File: src/rtl/ddr_wr_arbiter_if.sv
`default_nettype none
// ============================================================================
// Module      : ddr_wr_arbiter_if
// Description : DDR write-port bundle shared between the write arbiter and
//               the HPS/DDR bridge. One 32-bit address/data word is offered
//               with a request that stays high until the bridge answers with
//               DDR_WRITE_READY.
// Ports       : DDR_WRITE_ADDR  [31:0] word address toward DDR
//               DDR_WRITE_DATA  [31:0] word data toward DDR
//               DDR_WRITE_REQ          write request, held until READY
//               DDR_WRITE_READY        bridge accepted the current word
// Modports    : master - arbiter side (drives ADDR/DATA/REQ)
//               slave  - bridge side  (drives READY)
// Revision    : 1.0 - initial release
// ============================================================================
interface ddr_wr_arbiter_if;

    logic [31:0] DDR_WRITE_ADDR;
    logic [31:0] DDR_WRITE_DATA;
    logic        DDR_WRITE_REQ;
    logic        DDR_WRITE_READY;

    modport master (
        output DDR_WRITE_ADDR,
        output DDR_WRITE_DATA,
        output DDR_WRITE_REQ,
        input  DDR_WRITE_READY
    );

    modport slave (
        input  DDR_WRITE_ADDR,
        input  DDR_WRITE_DATA,
        input  DDR_WRITE_REQ,
        output DDR_WRITE_READY
    );

endinterface
`default_nettype wire

File: src/rtl/ddr_wr_arbiter.sv
`default_nettype none
// ============================================================================
// Module      : ddr_wr_arbiter
// Description : Shares the single DDR write port between up to four word
//               writers (detection results, frame markers, debug/stats).
//               One requester is granted at a time; its word is registered
//               onto the DDR port and held until DDR_WRITE_READY, then the
//               requester gets a one-cycle ack. A watchdog aborts a word the
//               DDR side never accepts and pulses err instead. A one-cycle
//               GAP after every transfer lets the requester drop or replace
//               its request before the next arbitration.
// Parameters  : NUM_REQ        number of requesters (1..4)
//               PRIORITY_MODE  0 = round-robin, 1 = fixed (index 0 highest)
//               TIMEOUT_CYCLES cycles to wait for READY before abort
// Ports       : sys_clk    clock, rising edge
//               sys_rst_n  asynchronous active-low reset
//               req_i      per-requester level request
//               addr_i     requester k address at [32k+31:32k]
//               data_i     requester k data at [32k+31:32k]
//               ack_o      one-cycle pulse, word written
//               err_o      one-cycle pulse, word aborted on timeout
//               ddr        DDR write port (master side)
//               grant_id   index of current/last granted requester
//               busy       high whenever the arbiter is not idle
// Revision    : 1.0 - initial release
// ============================================================================
module ddr_wr_arbiter #(
    parameter int NUM_REQ        = 3,
    parameter int PRIORITY_MODE  = 0,
    parameter int TIMEOUT_CYCLES = 1023
) (
    input  logic                   sys_clk,
    input  logic                   sys_rst_n,
    input  logic [NUM_REQ-1:0]     req_i,
    input  logic [32*NUM_REQ-1:0]  addr_i,
    input  logic [32*NUM_REQ-1:0]  data_i,
    output logic [NUM_REQ-1:0]     ack_o,
    output logic [NUM_REQ-1:0]     err_o,
    ddr_wr_arbiter_if.master       ddr,
    output logic [1:0]             grant_id,
    output logic                   busy
);

    // ------------------------------------------------------------------------
    // Constants
    // ------------------------------------------------------------------------
    localparam logic [1:0]  c_ST_IDLE   = 2'd0;
    localparam logic [1:0]  c_ST_XFER   = 2'd1;
    localparam logic [1:0]  c_ST_GAP    = 2'd2;

    localparam logic [15:0] c_WDOG_LAST = 16'(TIMEOUT_CYCLES - 1);
    localparam logic [15:0] c_WDOG_MAX  = 16'hFFFF;
    // Starting from the highest index makes requester 0 the first
    // round-robin winner after reset.
    localparam logic [1:0]  c_GRANT_RST = 2'(NUM_REQ - 1);

    // ------------------------------------------------------------------------
    // State
    // ------------------------------------------------------------------------
    logic [1:0]          r_state;
    logic [15:0]         r_wdog;
    logic [31:0]         r_addr;
    logic [31:0]         r_data;
    logic                r_req;
    logic [NUM_REQ-1:0]  r_ack;
    logic [NUM_REQ-1:0]  r_err;
    logic [1:0]          r_grant;

    // ------------------------------------------------------------------------
    // Winner selection
    // ------------------------------------------------------------------------
    logic                w_any;
    logic [1:0]          w_winner;
    logic [31:0]         w_win_addr;
    logic [31:0]         w_win_data;
    logic [NUM_REQ-1:0]  w_grant_onehot;
    int                  w_best;
    int                  w_dist;

    // Each requesting index gets a distance: its own index in fixed-priority
    // mode, or its position in the scan that starts just after the last grant
    // in round-robin mode. The smallest distance wins. Since r_grant never
    // exceeds NUM_REQ-1 the round-robin distance expression stays
    // non-negative before the modulo.
    always_comb begin
        w_any      = |req_i;
        w_winner   = r_grant;
        w_win_addr = 32'd0;
        w_win_data = 32'd0;
        w_best     = NUM_REQ;
        w_dist     = 0;
        for (int k = 0; k < NUM_REQ; k++) begin
            if (PRIORITY_MODE == 1) begin
                w_dist = k;
            end else begin
                w_dist = (k + NUM_REQ - 1 - int'(r_grant)) % NUM_REQ;
            end
            if (req_i[k] && (w_dist < w_best)) begin
                w_best     = w_dist;
                w_winner   = 2'(k);
                w_win_addr = addr_i[32*k +: 32];
                w_win_data = data_i[32*k +: 32];
            end
        end
    end

    assign w_grant_onehot = NUM_REQ'(1) << r_grant;

    // ------------------------------------------------------------------------
    // Control FSM
    // ------------------------------------------------------------------------
    always_ff @(posedge sys_clk or negedge sys_rst_n) begin
        if (!sys_rst_n) begin
            r_state <= c_ST_IDLE;
            r_wdog  <= 16'd0;
            r_addr  <= 32'd0;
            r_data  <= 32'd0;
            r_req   <= 1'b0;
            r_ack   <= '0;
            r_err   <= '0;
            r_grant <= c_GRANT_RST;
        end else begin
            // ack/err are single-cycle pulses by default
            r_ack <= '0;
            r_err <= '0;
            case (r_state)
                c_ST_IDLE: begin
                    if (w_any) begin
                        r_addr  <= w_win_addr;
                        r_data  <= w_win_data;
                        r_req   <= 1'b1;
                        r_grant <= w_winner;
                        r_wdog  <= 16'd0;
                        r_state <= c_ST_XFER;
                    end
                end
                c_ST_XFER: begin
                    // READY takes precedence over a timeout on the same edge.
                    // Dropping req_i here does not cancel the word.
                    if (ddr.DDR_WRITE_READY) begin
                        r_req   <= 1'b0;
                        r_ack   <= w_grant_onehot;
                        r_state <= c_ST_GAP;
                    end else if (r_wdog == c_WDOG_LAST) begin
                        r_req   <= 1'b0;
                        r_err   <= w_grant_onehot;
                        r_state <= c_ST_GAP;
                    end else if (r_wdog != c_WDOG_MAX) begin
                        r_wdog  <= r_wdog + 16'd1;
                    end
                end
                c_ST_GAP: begin
                    // No grant here: the requester uses this cycle to react
                    // to its ack/err pulse.
                    r_state <= c_ST_IDLE;
                end
                default: begin
                    r_state <= c_ST_IDLE;
                end
            endcase
        end
    end

    // ------------------------------------------------------------------------
    // Outputs
    // ------------------------------------------------------------------------
    assign ddr.DDR_WRITE_ADDR = r_addr;
    assign ddr.DDR_WRITE_DATA = r_data;
    assign ddr.DDR_WRITE_REQ  = r_req;
    assign ack_o              = r_ack;
    assign err_o              = r_err;
    assign grant_id           = r_grant;
    assign busy               = (r_state != c_ST_IDLE);

endmodule
`default_nettype wire

File: src/flat_wrapper.sv
// flat-port wrapper written by rule: the top's interface ports become plain ports
module ddr_wr_arbiter_flat 
#(
    parameter int NUM_REQ        = 3,
    parameter int PRIORITY_MODE  = 0,
    parameter int TIMEOUT_CYCLES = 1023
)
  (sys_clk, sys_rst_n, req_i, addr_i, data_i, ack_o, err_o, grant_id, busy, ddr_DDR_WRITE_ADDR, ddr_DDR_WRITE_DATA, ddr_DDR_WRITE_REQ, ddr_DDR_WRITE_READY);
  ddr_wr_arbiter_if ddr_i ();
  input  logic sys_clk;
  input  logic sys_rst_n;
  input  logic [NUM_REQ-1:0] req_i;
  input  logic [32*NUM_REQ-1:0] addr_i;
  input  logic [32*NUM_REQ-1:0] data_i;
  output logic [NUM_REQ-1:0] ack_o;
  output logic [NUM_REQ-1:0] err_o;
  output logic [1:0] grant_id;
  output logic busy;
  output wire logic [$bits(ddr_i.DDR_WRITE_ADDR)-1:0] ddr_DDR_WRITE_ADDR;
  output wire logic [$bits(ddr_i.DDR_WRITE_DATA)-1:0] ddr_DDR_WRITE_DATA;
  output wire logic [$bits(ddr_i.DDR_WRITE_REQ)-1:0] ddr_DDR_WRITE_REQ;
  input wire logic [$bits(ddr_i.DDR_WRITE_READY)-1:0] ddr_DDR_WRITE_READY;
  assign ddr_DDR_WRITE_ADDR = ddr_i.DDR_WRITE_ADDR;
  assign ddr_DDR_WRITE_DATA = ddr_i.DDR_WRITE_DATA;
  assign ddr_DDR_WRITE_REQ = ddr_i.DDR_WRITE_REQ;
  assign ddr_i.DDR_WRITE_READY = ddr_DDR_WRITE_READY;
  ddr_wr_arbiter #(.NUM_REQ(NUM_REQ), .PRIORITY_MODE(PRIORITY_MODE), .TIMEOUT_CYCLES(TIMEOUT_CYCLES)) u_core (.sys_clk(sys_clk), .sys_rst_n(sys_rst_n), .req_i(req_i), .addr_i(addr_i), .data_i(data_i), .ack_o(ack_o), .err_o(err_o), .ddr(ddr_i), .grant_id(grant_id), .busy(busy));
endmodule
File: config.mk
export PLATFORM = sky130hd
export DESIGN_NAME = ddr_wr_arbiter_flat
export DESIGN_NICKNAME = d
export VERILOG_FILES = /design/src/rtl/ddr_wr_arbiter_if.sv /design/src/rtl/ddr_wr_arbiter.sv /design/src/flat_wrapper.sv
export SDC_FILE = /design/constraint.sdc
export NUM_CORES = 1
export LEC_CHECK = 0
export ABC_AREA = 1
export ABC_CLOCK_PERIOD_IN_PS = 8900
export BUFFER_PORTS_ARGS = -buffer_cell sky130_fd_sc_hd__buf_2
export CAP_MARGIN = 10
export CELL_PAD_IN_SITES_DETAIL_PLACEMENT = 1
export CELL_PAD_IN_SITES_GLOBAL_PLACEMENT = 2
export CORE_MARGIN = 4
export CORE_UTILIZATION = 23
export CTS_CLUSTER_SIZE = 24
export DETAILED_ROUTE_END_ITERATION = 6
export GPL_TIMING_DRIVEN = 0
export PLACE_DENSITY_LB_ADDON = 0.1
export SLEW_MARGIN = 40
export SYNTH_ARGS = -nofsm -noshare
export SYNTH_HDL_FRONTEND = slang
export SYNTH_SLANG_ARGS = --single-unit
File: constraint.sdc
create_clock -name sys_clk -period 8.9 [get_ports sys_clk]
set_input_delay 1.335 -clock sys_clk [delete_from_list [all_inputs] [get_ports sys_clk]]
set_output_delay 1.335 -clock sys_clk [all_outputs]
set_load 0.02 [all_outputs]
### Word-level counts from Yosys, hierarchy flattened

Cells that the tools add are included.

| storage, ports and cells | value |
|---|---|
| output and inout bits | 74 |
| bits in registers | 91 |
| input port bits | 198 |
| logic and storage cells | 69 |

| cells by class | value |
|---|---|
| divide/modulo/power cells | 3 |
| shift-type cells | 1 |
| $lt $le $gt $ge | 3 |
| multiplexer cells | 29 |
| add/subtract/negate cells | 4 |
| reductions and logical operators | 13 |
| eq/ne operators | 8 |

Operators by type and width:

| cell | count |
|---|---|
| $mux W32 | 8 |
| $mod A32 B3 Y32 const B | 3 |
| $lt A32 B32 Y1 | 2 |
| $mux W16 | 4 |
| $lt A32 B3 Y1 const B | 1 |
| $pmux W16 S2 | 1 |
| $add A16 B1 Y16 const B | 1 |
| $eq A16 B10 Y1 const B | 1 |
| $ne A16 B16 Y1 const B | 1 |
| $mux W3 | 5 |
| $mux W2 | 6 |
| $reduce_and A3 Y1 | 2 |
| $sub A2 B2 Y3 const A | 2 |
| $reduce_and A5 Y1 | 1 |
| $ne A2 B1 Y1 const B | 2 |
| $ne A2 B2 Y1 const B | 2 |
| $pmux W2 S2 | 1 |
| $reduce_and A2 Y1 | 2 |
| $reduce_bool A2 Y1 | 2 |
| $sub A3 B2 Y4 const A | 1 |
| $logic_and A1 B1 Y1 | 3 |
| $mux W1 | 3 |
| $ne A3 B2 Y1 const B | 1 |
| $reduce_bool A3 Y1 | 1 |
| other kinds (5) | 5 |

### Depth between registers and ports, before layout

Gate-level depths: netlist of run 1.

| depth | value |
|---|---|
| depth in word-level cells | 12 |
| mapped depth | 104 |
| gate-level depth less buffers | 99 |

### Worst setup path before layout of run 1

Ideal clock, no wire load.

| timing path | value |
|---|---|
| kind | register to register |
| start point | register u_core.r_grant[0], in the netlist u_core.grant_id[0] |
| end point | register u_core.r_data[4], in the netlist u_core.ddr.DDR_WRITE_DATA[4] |
| setup time | 0.117 ns |
| period minus slack after synthesis | 9.449 ns |
| required time | 8.783 ns |
| stages on the path, launching flop included | 96 |
| buffers on the path | 6 |
| path slack | -0.549 ns |
| arrival time | 9.333 ns |
| cells stage by stage | dfrtp_1 -> inv_1 -> ha_1 -> nand2_2 -> inv_4 -> buf_2 -> ha_1 -> buf_2 -> inv_2 -> nand2_1 -> nand2_1 -> inv_2 -> nand2_1 -> nand3_1 -> nand2_1 -> nand2_1 -> nand2_1 -> nand2_1 -> [... 60 more ...] -> clkbuf_1 -> clkbuf_1 -> nand3_1 -> ha_1 -> a21oi_1 -> nand2_1 -> a211oi_1 -> nand2_1 -> nand2_1 -> nand2_1 -> nand2_1 -> nand2_1 -> buf_4 -> buf_6 -> nand2_1 -> nand2_1 -> nand2_1 -> nand2_1 |

| on the way | value |
|---|---|
| cells in the longest elaborated chain, start to end | 11 |
| elaborated cells between the ends (all ways) | 17 |
| those cells by class | 3 x add/sub; 3 x div; 3 x order compare; 5 x mux; 3 x reduce/logical |

RTL lines:

| what | line | text |
|---|---|---|
| start, declared | ddr_wr_arbiter.sv:67 | `logic [1:0] r_grant;` |
| start signal, assigned | ddr_wr_arbiter.sv:121 | `r_grant <= c_GRANT_RST;` |
| start signal, assigned | ddr_wr_arbiter.sv:132 | `r_grant <= w_winner;` |
| $sub A2 B2 Y3 | ddr_wr_arbiter.sv:96 | `w_dist = (k + NUM_REQ - 1 - int'(r_grant)) % NUM_REQ;` |
| $mod A32 B3 Y32 | ddr_wr_arbiter.sv:96 |  |
| $lt A32 B3 Y1 | ddr_wr_arbiter.sv:98 | `if (req_i[k] && (w_dist < w_best)) begin` |
| $logic_and A1 B1 Y1 | ddr_wr_arbiter.sv:98 |  |
| $mux W32 | ddr_wr_arbiter.sv:98 |  |
| $lt A32 B32 Y1 | ddr_wr_arbiter.sv:98 |  |
| $logic_and A1 B1 Y1 | ddr_wr_arbiter.sv:98 |  |
| $mux W32 | ddr_wr_arbiter.sv:98 |  |
| $lt A32 B32 Y1 | ddr_wr_arbiter.sv:98 |  |
| $logic_and A1 B1 Y1 | ddr_wr_arbiter.sv:98 |  |
| $mux W32 (*) | ddr_wr_arbiter.sv:98 |  |
| end signal, assigned | ddr_wr_arbiter.sv:130 | `r_data <= w_win_data;` |
| end, declared | ddr_wr_arbiter.sv:63 | `logic [31:0] r_data;` |

Mark *: on every way between the ends. The rest lies on a longest branch, timed or not.
A chain may end at the register's enable or synchronous reset.

### Final worst setup path of run 1

| timing path | value |
|---|---|
| start point | register u_core.r_grant[1], in the netlist u_core.grant_id[1] |
| end point | register u_core.r_data[12], in the netlist u_core.ddr.DDR_WRITE_DATA[12] |

The elaborated chain is that of the path after synthesis.

==> impl_metrics.env, run 1 <==
export IMPL_htreeDepth=3
export IMPL_antenna_found_initial=17
export IMPL_p_seq_share_pct=12.1
export IMPL_fin_cells=2081
export IMPL_worstSkewPairLatency_ns=0.36
export IMPL_clockBufferDepth=2
export IMPL_min_period_ns=9.90
export IMPL_final_nets=1848
export IMPL_p_total_mw=5.29
export IMPL_drt_iter0_markers=282
export IMPL_remaining_drc_errors=0
export IMPL_synthArstFlopShare_pct=100
export IMPL_hp_class="flip-flop to flip-flop"
export IMPL_p_comb_share_pct=79.4
export IMPL_cp_slowest_cell="dfstp_2"
export IMPL_synth_xor_area_share_pct=0
export IMPL_crit_fanout=7
export IMPL_ant_nets=0
export IMPL_die_x_um=191
export IMPL_numPortBuffers=270
export IMPL_first_global_vias=9962
export IMPL_worstPathRequired_ns=9.20
export IMPL_synth_compound_area_share_pct=5.19
export IMPL_synth_ff_type="dfrtp_1"
export IMPL_clock_skew_ns=0.0123
export IMPL_gp_congestion=0.795
export IMPL_synth_edf_count=0
export IMPL_synth_cells=1269
export IMPL_synth_top_family_by_area="simple AND/OR/NAND/NOR gates"
export IMPL_ys_types=44
export IMPL_cp_data_arrival_time_ns=10.19
export IMPL_yosys_warnings=0
export IMPL_postSynthAreaPerCell_sq_um=6.04
export IMPL_synth_nets=1487
export IMPL_tightest_slew_ns=0.893
export IMPL_power_leakage_nw=6.65
export IMPL_critical_path_max_stage_delay_ns=0.62
export IMPL_via_per_inst=4.53
export IMPL_dp_cells=1982
export IMPL_power_density_nw_per_um2=449
export IMPL_fillers=4295
export IMPL_cp_buffers_inverters=14
export IMPL_hold_viol=0
export IMPL_via_count=9432
export IMPL_p_clk_share_pct=8.5
export IMPL_row_count=66
export IMPL_timing_final_ws_setup_ns=-0.996
export IMPL_grt_pass1_wl_mm=54.3
export IMPL_synth_seq_cells=91
export IMPL_setup_violations_final=66
export IMPL_synthSimpleGateAreaFrac_pct=53.0
export IMPL_yosysSeqAreaShare_pct=29.7
export IMPL_p_int_mw=2.50
export IMPL_ios=272
export IMPL_grt_max_degree=66
export IMPL_die_area_sq_um=36300
export IMPL_max_cap_violations=0
export IMPL_cp_start_kind="flip-flop"
export IMPL_cp_top_family="simple AND/OR/NAND/NOR gates"
export IMPL_drv_slew=0
export IMPL_yosys_mux_area_fraction_pct=0
export IMPL_synthToLayoutAreaGrowth_pct=53.8
export IMPL_start_util_pct=23.5
export IMPL_grt_usage_pct=19.0
export IMPL_period_share_pct=111
export IMPL_hold_slack_ns=0.467
export IMPL_status="finished, violations left"
export IMPL_design_area_sq_um=11800
export IMPL_final_core_util_pct=36.1
export IMPL_cts_root_buffer="clkbuf_16"
export IMPL_swShare_pct=52.8
export IMPL_placed_area_sq_um=9700
export IMPL_wire_per_inst_um=16.9
export IMPL_wirelength_mm=35.3
export IMPL_grt_overflow=0
export IMPL_numCtsBuffers=9
export IMPL_crit_top_cell="nand2_1"
export IMPL_cts_tree="built"
export IMPL_switchingPower_mw=2.79
export IMPL_critPathCaptureType="flip-flop"
export IMPL_irDropWorstVdd_v=0.000293
export IMPL_cts_sinks=91
export IMPL_ctsHoldBuffers=0
export IMPL_drive_gt1_share_pct=39.0
export IMPL_rsz0062_at_grt="true"
export IMPL_die_h_um=191
export IMPL_max_freq_mhz=101
export IMPL_max_slew_margin_pct=40.4
export IMPL_core_area_sq_um=32700
export IMPL_violations="setup timing"
export IMPL_synth_adder_area_share_pct=3.26
export IMPL_drtPass1Iterations=4
export IMPL_syn_cell_area_sq_um=7670
export IMPL_path_clk_slew_ns=0.07
export IMPL_crit_type="flip-flop to flip-flop"
export IMPL_dpl_hpwl_mm=27.1
[path summary, 6_finish.rpt]
check	slack [ns]	cells past startpoint	end	from
max	-1.0	95	u_core.ddr.DDR_WRITE_DATA[12]	u_core.grant_id[1]
min	0.47	2	u_core.ddr.DDR_WRITE_DATA[1]	u_core.ddr.DDR_WRITE_DATA[1]
max reg2reg	-1.0	95	u_core.ddr.DDR_WRITE_DATA[12]	u_core.grant_id[1]
min reg2reg	0.47	2	u_core.ddr.DDR_WRITE_DATA[1]	u_core.ddr.DDR_WRITE_DATA[1]
max in group asynchronous	7.45	2	u_core.ddr.DDR_WRITE_DATA[18]	sys_rst_n
min in group asynchronous	0.81	1	u_core.ddr.DDR_WRITE_DATA[10]	sys_rst_n
[layout make-up]
class	count	area (sq um)	area share, %
Clock inverter	4	98.8	0.838
Buffer	65	448	3.80
Sequential cell	91	2280	19.3
Clock buffer	12	236	2.00
Multi-Input combinational cell	1026	5650	47.9
Timing Repair Buffer	352	2170	18.4
Inverter	85	344	2.92
Tap cell	442	553	4.69
Antenna cell	4	10.0	0.0849
[Yosys cell counts, types with 8 or more instances]
cell,n,area [sq um]
nand2_1,620,2330
nand3_1,187,936
dfrtp_1,90,2250
inv_1,68,255
nor2_1,45,169
clkbuf_1,35,131
nand2_2,33,206
ha_1,20,250
a21oi_1,19,95.1
nand4_1,17,106
inv_2,15,56.3
o21ai_0,15,75.1
buf_2,13,65.1
nor3_1,13,65.1
o21ai_1,9,45.0
buf_6,8,90.1
[through the flow]
step                      setup slack, ns  TNS [ns]
after CTS                          -0.888    -53.42
after global placement              -2.09   -133.15
after global routing                -1.80   -112.45
after floorplan                   0.00890         0
after detailed placement            -2.14   -136.63
final                              -0.996    -61.02
[what timing repair did]
action / in CTS / in global routing
endpoints found under the setup margin: 66 / 66
gates cloned: 5 / 2
setup buffers: 60 / 15
gates resized for setup: 147 / 134
pin swaps: 62 / 91
[flip-flops by register name (all words and copies together) (netlist names)]
name,count
u_core.ddr.DDR_WRITE_ADDR,32
u_core.ddr.DDR_WRITE_DATA,32
u_core.r_wdog,16
u_core.ack_o,3
u_core.err_o,3
u_core.grant_id,2
u_core.r_state,2
u_core.ddr.DDR_WRITE_REQ,1
[power groups by stage]
stage                     registers (mW)  clock network, mW  logic, mW
final                              0.642              0.448       4.20
after global routing               0.663              0.477       4.71
after CTS                          0.645              0.467       3.87
after detailed placement           0.657                  0       3.19
after global placement             0.654                  0       3.16
after floorplan                    0.809                  0       2.15
[cell usage in the layout (no fill, tap or decap), types with 5 or more instances in the layout]
master | synthesis | layout
a21oi_1 | 19 | 16
a21oi_4 | 1 | 6
buf_1 | 7 | 7
buf_12 | 0 | 7
buf_2 | 13 | 278
buf_4 | 2 | 62
buf_6 | 8 | 14
buf_8 | 2 | 9
clkbuf_1 | 35 | 36
clkbuf_16 | 0 | 13
dfrtp_1 | 90 | 89
ha_1 | 20 | 14
ha_4 | 0 | 6
inv_1 | 68 | 62
inv_2 | 15 | 15
inv_4 | 1 | 6
nand2_1 | 620 | 503
nand2_2 | 33 | 108
nand2_4 | 3 | 42
nand3_1 | 187 | 163
nand3_2 | 7 | 19
nand3_4 | 2 | 14
nand4_1 | 17 | 17
nor2_1 | 45 | 38
nor2_2 | 5 | 9
nor2_4 | 2 | 5
nor3_1 | 13 | 12
o21ai_0 | 15 | 13
o21ai_1 | 9 | 8
[layer usage]
layer	up-vias	GRT usage (%)	wire length, um	share of wire, %
met1	4427	23.0	14800	42
met2	169	32.9	17600	50
met4	26	3.76	386	1.1
met5	-	0	138	0.39
met3	41	6.55	2360	6.7
li1	4769	-	-	-
[cells by family after synthesis]
group,after synthesis
AOI/OAI and AO/OA,65
DFF,91
adders and majority gates,20
and+or+nand+nor,941
buffers and inverters,152
[worst reg2reg max path: cells and delay by family (launching register included)]
family	cells	cell delay, ns
and+or+nand+nor	71	6.20
buffers and inverters	14	1.39
AOI/OAI and AO/OA	7	0.97
adders and majority gates	3	0.69
DFF	1	0.62
Power figures use the tool's default switching activity.
==> run 2: changes to the inputs <==
--- a/config.mk
+++ b/config.mk
@@ -5,14 +5,13 @@
 export SDC_FILE = /design/constraint.sdc
 export NUM_CORES = 1
 export LEC_CHECK = 0
-export ABC_AREA = 1
 export ABC_CLOCK_PERIOD_IN_PS = 8900
 export BUFFER_PORTS_ARGS = -buffer_cell sky130_fd_sc_hd__buf_2
 export CAP_MARGIN = 10
 export CELL_PAD_IN_SITES_DETAIL_PLACEMENT = 1
 export CELL_PAD_IN_SITES_GLOBAL_PLACEMENT = 2
 export CORE_MARGIN = 4
-export CORE_UTILIZATION = 23
+export CORE_UTILIZATION = 25
 export CTS_CLUSTER_SIZE = 24
 export DETAILED_ROUTE_END_ITERATION = 6
 export GPL_TIMING_DRIVEN = 0
==> impl_metrics.env, run 2 <==
export IMPL_path_clk_slew_ns=0.07
export IMPL_wirelength_mm=26.0
export IMPL_core_area_sq_um=26100
export IMPL_fin_cells=1415
export IMPL_critical_path_max_stage_delay_ns=0.56
export IMPL_remaining_drc_errors=0
export IMPL_synth_edf_count=0
export IMPL_irDropWorstVdd_v=0.000127
export IMPL_synth_seq_cells=91
export IMPL_tightest_slew_ns=0.774
export IMPL_cts_sinks=91
export IMPL_cp_data_arrival_time_ns=8.14
export IMPL_crit_type="flip-flop to flip-flop"
export IMPL_p_int_mw=1.52
export IMPL_swShare_pct=48.4
export IMPL_design_area_sq_um=8780
export IMPL_clockBufferDepth=2
export IMPL_grt_max_degree=48
export IMPL_drive_gt1_share_pct=29.9
export IMPL_yosysMostFrequentCell="nand2_1"
export IMPL_hold_viol=0
export IMPL_numCtsBuffers=9
export IMPL_postSynthAreaPerCell_sq_um=8.43
export IMPL_p_comb_share_pct=64.6
export IMPL_ctsHoldBuffers=0
export IMPL_drv_slew=0
export IMPL_ys_types=63
export IMPL_post_cts_buffers=0
export IMPL_drt_iter0_markers=193
export IMPL_htreeDepth=3
export IMPL_synth_nets=1009
export IMPL_synth_area_leaders="dfrtp_1, mux2i_1, nand2_1"
export IMPL_gp_congestion=0.829
export IMPL_antenna_found_initial=12
export IMPL_max_freq_mhz=126
export IMPL_grt_pass1_wl_mm=39.2
export IMPL_synth_top_area_share_pct=33.8
export IMPL_synth_cells=791
export IMPL_cts_tree="built"
export IMPL_yosys_warnings=0
export IMPL_numPortBuffers=270
export IMPL_first_global_vias=6824
export IMPL_synth_largest_area_cell="dfrtp_1"
export IMPL_worstPathRequired_ns=9.12
export IMPL_rsz0062_at_grt="false"
export IMPL_worstSkewPairLatency_ns=0.36
export IMPL_ant_nets=0
export IMPL_via_count=6580
export IMPL_synthArstFlopShare_pct=100
export IMPL_power_leakage_nw=4.99
export IMPL_power_density_nw_per_um2=336
export IMPL_critPathCaptureType="flip-flop"
export IMPL_p_seq_share_pct=22.1
export IMPL_dp_cells=1397
export IMPL_synth_common_cells="nand2_1, mux2i_1, dfrtp_1, inv_1, o21ai_1"
export IMPL_clock_skew_ns=0.00874
export IMPL_hp_class="flip-flop to flip-flop"
export IMPL_dpl_hpwl_mm=20.9
export IMPL_period_share_pct=89.0
export IMPL_die_area_sq_um=29300
export IMPL_synthToLayoutAreaGrowth_pct=31.7
export IMPL_row_count=59
export IMPL_yosysSeqAreaShare_pct=34.2
export IMPL_switchingPower_mw=1.43
export IMPL_syn_cell_area_sq_um=6670
export IMPL_setup_tns_ns=0
export IMPL_layout_common_cells="buf_2, nand2_1, mux2i_1, dfrtp_1, inv_1"
export IMPL_synth_ff_type="dfrtp_1"
export IMPL_cp_start_kind="flip-flop"
export IMPL_crit_fanout=10
export IMPL_final_common_cell="buf_2"
export IMPL_ios=272
export IMPL_max_cap_violations=0
export IMPL_min_period_ns=7.92
export IMPL_die_h_um=171
export IMPL_final_nets=1291
export IMPL_cts_root_buffer="clkbuf_16"
export IMPL_via_per_inst=4.65
export IMPL_grt_overflow=0
export IMPL_max_slew_margin_pct=48.4
export IMPL_wire_per_inst_um=18.4
export IMPL_cp_slowest_cell="dfrtp_1"
export IMPL_hold_slack_ns=0.477
export IMPL_die_x_um=171
export IMPL_start_util_pct=25.5
export IMPL_crit_top_cell="buf_6"
export IMPL_grt_usage_pct=17.3
export IMPL_p_clk_share_pct=13.3
export IMPL_setup_violations_final=0
export IMPL_drtPass1Iterations=4
export IMPL_status="completed"
export IMPL_postCtsResizedCells=0
export IMPL_placed_area_sq_um=8480
## run 2: cell types whose count changed after synthesis, sizes merged, moves of 10 or more
cell	before	now
a21oi	23	11
nand3	196	14
nand4	18	7
nor2	52	35
xor2	0	11
mux2i	0	130
nand2	656	151
o21ai	24	81
buf	32	22
and3	1	11
## run 2: final timing paths
check	from	end	slack [ns]	cells after the start
max reg2reg	u_core.grant_id[0]	u_core.ddr.DDR_WRITE_ADDR[18]	0.98	31
min reg2reg	u_core.ddr.DDR_WRITE_DATA[5]	u_core.ddr.DDR_WRITE_DATA[5]	0.48	2
min in group asynchronous	sys_rst_n	u_core.ddr.DDR_WRITE_ADDR[8]	0.87	1
max in group asynchronous	sys_rst_n	u_core.grant_id[1]	7.39	2
min	u_core.ddr.DDR_WRITE_DATA[5]	u_core.ddr.DDR_WRITE_DATA[5]	0.48	2
max	u_core.grant_id[0]	u_core.ddr.DDR_WRITE_ADDR[18]	0.98	31
## run 2: cells by family after synthesis
family | synth area share, %
AND/OR/NAND/NOR | 18.0
flip-flops | 34.2
multiplexers | 19.5
adder cells (fa/ha/maj) | 3.75
buffers and inverters | 8.84
XOR/XNOR | 2.10
AO/OA/AOI/OAI | 13.6
## run 2: routing by layer
metal,up-vias,track usage (%),part of all wire [%]
li1,3239,-,-
met1,3112,21.4,42
met2,170,28.7,48
met3,39,6.71,8.1
met4,20,3.65,1.3
met5,-,0,0.47
## run 2: layout make-up
type | count | area (sq um)
timing repair buffer | 271 | 1390
clock buffer | 9 | 225
clock inverter | 7 | 70.1
tap | 335 | 419
sequential | 91 | 2280
buffer | 49 | 282
antenna | 2 | 5.00
multi-input combinational | 569 | 3810
fill | 3294 | 17400
inverter | 82 | 308
## run 2: critical path: cells and delay by family (launching register included)
family	cells	cell delay [ns]
compound gates	14	3.23
fa+ha+maj	3	0.87
buf+inv	8	1.81
flops	1	0.56
mux	1	0.35
simple gates	5	0.94
## run 2: power by group through the flow
stage                     Clock (mW)  Combinational [mW]  Sequential [mW]
after floorplan                    0                1.18            0.819
after global placement             0                1.95            0.652
after detailed placement           0                1.96            0.659
after CTS                      0.408                1.96            0.654
after global routing           0.423                2.11            0.672
final                          0.393                1.91            0.651
## run 2: metrics by stage
stage | total power [mW] | setup WS (ns) | utilization (%)
5_1_grt | 3.21 | 0.344 | 33.6
3_5_place_dp | 2.62 | 0.979 | 32.5
4_1_cts | 3.03 | 0.904 | 33.6
2_1_floorplan | 2.00 | 2.53 | -
3_3_place_gp | 2.60 | 0.846 | 32.3
6_report | 2.95 | 0.978 | 33.6
